`config.mk`:
```
export PLATFORM = sky130hd
export DESIGN_NAME = display_scheduler
export DESIGN_NICKNAME = d
export VERILOG_FILES = /design/src/rtl/display_scheduler.sv
export SDC_FILE = /design/constraint.sdc
export NUM_CORES = 1
export LEC_CHECK = 0
export CAP_MARGIN = 10
export CELL_PAD_IN_SITES_DETAIL_PLACEMENT = 1
export CELL_PAD_IN_SITES_GLOBAL_PLACEMENT = 1
export CORE_MARGIN = 4
export CORE_UTILIZATION = 35
export CTS_CLUSTER_SIZE = 30
export DETAILED_ROUTE_END_ITERATION = 10
export PLACE_DENSITY_LB_ADDON = 0.1
export SLEW_MARGIN = 25
export SYNTH_ARGS = -nofsm -noshare
export SYNTH_HDL_FRONTEND = slang
export SYNTH_SLANG_ARGS = --single-unit
```
`constraint.sdc`:
```
create_clock -name clk -period 3.15 [get_ports clk]
set_input_delay 0.315 -clock clk [delete_from_list [all_inputs] [get_ports clk]]
set_output_delay 0.315 -clock clk [all_outputs]
set_load 0.1 [all_outputs]
```
`src/rtl/display_scheduler.sv`:
```
// ---------------------------------------------------------------------------
// display_scheduler
//
// Chooses what the 4-digit vending-machine display shows. Normally it tracks
// the inserted credit. Short-lived messages (selected price, change owed,
// error) take over the display for HOLD_CYCLES cycles and then fall back to
// credit. A message can be replaced by an event of equal or higher priority
// (ERROR > CHANGE > PRICE > CREDIT), but never by a lower-priority one.
// While ERROR is shown, disp_blank toggles every BLINK_CYCLES cycles so the
// "Err" text blinks.
//
// Event interface: sel_valid, vend_done and err are single-cycle pulses with
// no back-pressure. Their data (price, change) is valid only in the pulse
// cycle and is sampled on that rising edge. A pulse that loses arbitration
// or is outranked by the current message is dropped. It is not queued.
//
// Ports
//   clk        in   1   system clock, rising edge
//   reset      in   1   synchronous, active-high
//   credit     in   12  current inserted money (binary)
//   sel_valid  in   1   pulse: item selected, price valid
//   price      in   12  price of selected item
//   vend_done  in   1   pulse: item dispensed, change valid
//   change     in   12  change owed
//   err        in   1   pulse: insufficient credit or sold out
//   disp_value out  12  binary value to show
//   disp_err   out  1   show "Err" instead of digits
//   disp_blank out  1   blank all digits
//   mode       out  2   current state: 0 CREDIT, 1 PRICE, 2 CHANGE, 3 ERROR
//                       (this is also the FSM state for debug visibility)
// ---------------------------------------------------------------------------
module display_scheduler #(
  parameter int HOLD_CYCLES  = 100000000,
  parameter int BLINK_CYCLES = 25000000
) (
  input  logic        clk,
  input  logic        reset,
  input  logic [11:0] credit,
  input  logic        sel_valid,
  input  logic [11:0] price,
  input  logic        vend_done,
  input  logic [11:0] change,
  input  logic        err,
  output logic [11:0] disp_value,
  output logic        disp_err,
  output logic        disp_blank,
  output logic [1:0]  mode
);

  // Counter widths. A parameter of 1 would give a zero-width counter, so
  // clamp to at least one bit.
  localparam int HW = (HOLD_CYCLES  > 1) ? $clog2(HOLD_CYCLES)  : 1;
  localparam int BW = (BLINK_CYCLES > 1) ? $clog2(BLINK_CYCLES) : 1;
  localparam logic [HW-1:0] HOLD_RELOAD  = HW'(HOLD_CYCLES - 1);
  localparam logic [BW-1:0] BLINK_RELOAD = BW'(BLINK_CYCLES - 1);

  // The encoding doubles as the priority level, so a plain magnitude
  // compare decides whether an event may take over the display.
  typedef enum logic [1:0] {
    ST_CREDIT = 2'd0,
    ST_PRICE  = 2'd1,
    ST_CHANGE = 2'd2,
    ST_ERROR  = 2'd3
  } state_t;

  state_t        state_q, state_d;
  logic [11:0]   value_q, value_d;
  logic          err_q, err_d;
  logic          blank_q, blank_d;
  logic [HW-1:0] hold_q, hold_d;
  logic [BW-1:0] blink_q, blink_d;

  // Same-cycle arbitration: err > vend_done > sel_valid.
  logic        ev_valid;
  state_t      ev_state;
  logic [11:0] ev_value;
  logic        take;

  always_comb begin
    ev_valid = 1'b1;
    ev_state = ST_CREDIT;
    ev_value = 12'd0;
    if (err) begin
      ev_state = ST_ERROR;
      ev_value = 12'd0;
    end else if (vend_done) begin
      ev_state = ST_CHANGE;
      ev_value = change;
    end else if (sel_valid) begin
      ev_state = ST_PRICE;
      ev_value = price;
    end else begin
      ev_valid = 1'b0;
    end
    take = ev_valid && (ev_state >= state_q);
  end

  always_comb begin
    state_d = state_q;
    value_d = value_q;
    err_d   = err_q;
    blank_d = blank_q;
    hold_d  = hold_q;
    blink_d = blink_q;

    if (take) begin
      // Entry or re-entry: latch the message and restart both timers.
      state_d = ev_state;
      value_d = ev_value;
      err_d   = (ev_state == ST_ERROR);
      blank_d = 1'b0;
      hold_d  = HOLD_RELOAD;
      blink_d = BLINK_RELOAD;
    end else if (state_q == ST_CREDIT) begin
      value_d = credit;
    end else if (hold_q == '0) begin
      // Message has been shown for its full hold time.
      state_d = ST_CREDIT;
      value_d = credit;
      err_d   = 1'b0;
      blank_d = 1'b0;
      blink_d = '0;
    end else begin
      hold_d = hold_q - 1'b1;
      if (state_q == ST_ERROR) begin
        if (blink_q == '0) begin
          blank_d = ~blank_q;
          blink_d = BLINK_RELOAD;
        end else begin
          blink_d = blink_q - 1'b1;
        end
      end
    end
  end

  always_ff @(posedge clk) begin
    if (reset) begin
      state_q <= ST_CREDIT;
      value_q <= 12'd0;
      err_q   <= 1'b0;
      blank_q <= 1'b0;
      hold_q  <= '0;
      blink_q <= '0;
    end else begin
      state_q <= state_d;
      value_q <= value_d;
      err_q   <= err_d;
      blank_q <= blank_d;
      hold_q  <= hold_d;
      blink_q <= blink_d;
    end
  end

  assign disp_value = value_q;
  assign disp_err   = err_q;
  assign disp_blank = blank_q;
  assign mode       = state_q;

endmodule

```
==> results by group <==
Run status
  • Status: completed

STA
  • Worst Tran Pin Value: 1.011 ns
  • Fin Clk Skew: 0.01349 ns
  • Final Hold Viols: 0
  • Final critical-path share of the clock period: 92.59%
  • Fin crit period: around 2.9 ns
  • Max transition margin: 32.39%
  • Fmax: roughly 340 MHz
  • Setup violations, final: 0
  • RSZ-0062 raised after global routing: no
  • Pins Over Slew Limit: 0
  • Setup TNS: 0 ns

Critical path
  • Crit. Startpoint: hold_q[0]
  • Worst path arrival time: approximately 3.2 ns
  • WS Path Type: flop to flop
  • Worst flop-to-flop path endpoint: blink_q[0]
  • Worst endpoint required time: 3.46 ns
  • Reg2reg path depth: 9
  • R2r setup slk: 0.23 ns
  • Max FO, Critical Path: 9
  • Worst flop-to-flop path startpoint: hold_q[0]
  • Startpoint types: flop
  • Critical Path End Type: flop
  • Critical path endpoint: blink_q[0]

Synthesis
  • Post-synth top flop: dfxtp_1
  • Post-synth EDFFs: 0
  • Post-synthesis sequential area ratio: 36.17%
  • Syn avg cell area: 8.008 µm²
  • Yosys cell types: 62
  • Syn Std Cell Area: 3764 µm²
  • Mapped Cells: between 400 and 500
  • Syn Nets: 516
  • Synthesis-stage register bit count: 68
  • Synth warn: 0
  • Ys async rst share: 0%

Place
  • Buffers on Ports: 56
  • DP Wirelength: ~8500 µm
  • Placed cells: 654
  • GP Congestion: 0.7830

Finish
  • Fillers: 1256
  • Ratio of cells with drive above 1 in the final layout: 12.92%
  • Area growth from synthesis to layout: 26.86%
  • Most frequent cells in the layout: dfxtp_1, clkdlybuf4s50_1, nor2_1, nand2_1, a21oi_1
  • Post-route insts no fill: 670
  • # nets final: around 580
  • # diodes: 0
  • Most common cell after layout, fill and taps aside: dfxtp_1

Die
  • Num rows: 37
  • Die W: 111.7 µm
  • Core Box Area: 10420 µm²
  • Die Ht: approximately 110 µm
  • Die footprint: 12480 µm²
  • I/O pins: 57
  • Starting Density: 36.13%

Power
  • Peak supply drop: 239.0 µV
  • Tot Pwr: between 2 and 3 mW
  • Power Density: 627.7 nW/µm²
  • Pleak: 1.678 nW

Clocking
  • TritonCTS clock tree: built
  • Clock tree sinks: 68
  • H-tree level count: 3
  • CTS buffer count: 9
  • Reg clk slew, reported paths: 0.09 ns
  • Post-CTS Setup Repair Bufs: 0
  • Clock Tree Buf Depth: 2
  • Root buffer cell: clkbuf_8
  • Worst skew pair latency: 0.36 ns

Route
  • Final WL: ~12000 µm
  • DR pass1 iterations: 4
  • Number of routed nets with antenna violations: 0
  • Via-to-Cell Ratio: about 5.6
  • DR iter-0 viols: 201
  • Via count: around 3.8k
  • Residual DRC count: 0
  • WL per Instance: 17.53 µm

Global routing
  • Number of global-route vias before repair: 3841
  • Global-route wire length before repair: 19580 µm
  • Grt ovf: 0
  • All-Layer GR Usage: 19.16%
  • Largest net degree at the start of global routing: 35
  • Antenna violations before repair: 0

Job
  • Max cap viols: 0

Hold path
  • HP Class: flop to flop
-- state kept, by name (all words and copies together), names as in the netlist --
signal      flops
hold_q         27
disp_blank      1
mode            2
blink_q        25
disp_err        1
disp_value     12
-- power by group --
part	internal, mW	switching (mW)
clock	0.490	0.360
sequential	0.965	0.122
combinational	0.381	0.679
total	1.84	1.16
-- layer usage --
| layer | wire length, µm | share of wire [%] | global-route usage [%] | vias to the layer above |
|---|---|---|---|---|
| li1 | - | - | - | 1841 |
| met1 | 5706 | 49 | 25.37 | 1845 |
| met2 | 5252 | 45 | 30.62 | 69 |
| met3 | 649 | 5.5 | 5.652 | 12 |
| met4 | 138 | 1.2 | 4.866 | 0 |
| met5 | 0 | 0 | 0 | - |
-- cell type report --
type,instances,area [µm²],area share [%]
Clock buffer,11,151.4,3.171
Sequential cell,68,1363,28.54
Multi-Input combinational cell,361,2252,47.17
Timing Repair Buffer,76,705.7,14.78
Clock inverter,5,83.83,1.756
Tap cell,136,170.2,3.564
Inverter,13,48.80,1.022
-- worst max-delay path, cell delays in order, from the launching register on --
cell	delay (ns)
dfxtp_1	0.36
inv_1	0.07
ha_1	0.20
nor4b_1	0.49
nand4_1	0.30
o21a_1	0.41
o21a_1	0.34
buf_4	0.21
a2111oi_2	0.33
a31o_1	0.14
-- kinds of logic (layout without fill, tap and decap cells) --
logic type	Yosys count	after routing	share of synthesized area, %
compound gates	134	134	23.60
xor+xnor	27	27	6.283
fa+ha+maj	5	5	1.662
buf+inv	41	105	4.289
flops	68	68	36.17
simple gates	195	195	27.99
-- cell usage after synthesis, drive strengths merged (4+ instances only) --
library cell	n	area, µm²
ha	5	62.56
clkbuf	24	90.09
nor2	51	193.9
inv	13	48.80
nor3	22	110.1
or3	8	55.05
nand3	20	100.1
dfxtp	68	1361
xnor2	15	131.4
buf	4	22.52
nor4	15	142.6
nand2	43	161.4
a22oi	12	90.09
a31oi	26	162.7
xor2	12	105.1
or4	5	41.29
and3	5	38.78
or2	4	25.03
o21ai	26	137.6
o21a	9	67.56
nand4	5	46.29
a21oi	33	165.2
o221a	7	78.83
-- how the worst min path moves through the flow --
| stage | end | cells after the start | startpoint | slack (ns) |
|---|---|---|---|---|
| 2_1_floorplan | hold_q[26] | 2 | hold_q[26] | 0.45 |
| 4_1_cts | disp_value[0] | 2 | disp_value[0] | 0.48 |
| 3_3_place_gp | hold_q[26] | 2 | hold_q[26] | 0.45 |
| 6_report | disp_value[0] | 2 | disp_value[0] | 0.47 |
| 3_5_place_dp | disp_value[8] | 2 | disp_value[8] | 0.47 |
| 5_1_grt | disp_value[10] | 3 | credit[10] | 0.51 |
-- repair_timing --
| item | 4_1_cts | 5_1_grt |
|---|---|---|
| setup endpoints to repair | 0 | 6 |
| gates resized for setup | 0 | 1 |
| hold buffers | 0 | 0 |
-- through the flow --
stage,utilization (%),setup WS [ns],hold WS (ns),cell area [µm²]
finish,45.84,0.2335,0.4746,4775
global route,45.84,0.001110,0.5065,4775
CTS,45.77,0.1229,0.4799,4767
detailed placement,43.51,0.1694,0.4663,4532
global placement,43.51,0.2908,0.4543,4532
floorplan,-,0.07721,0.4485,3765
Note: power is estimated with default switching activity, not from simulation.
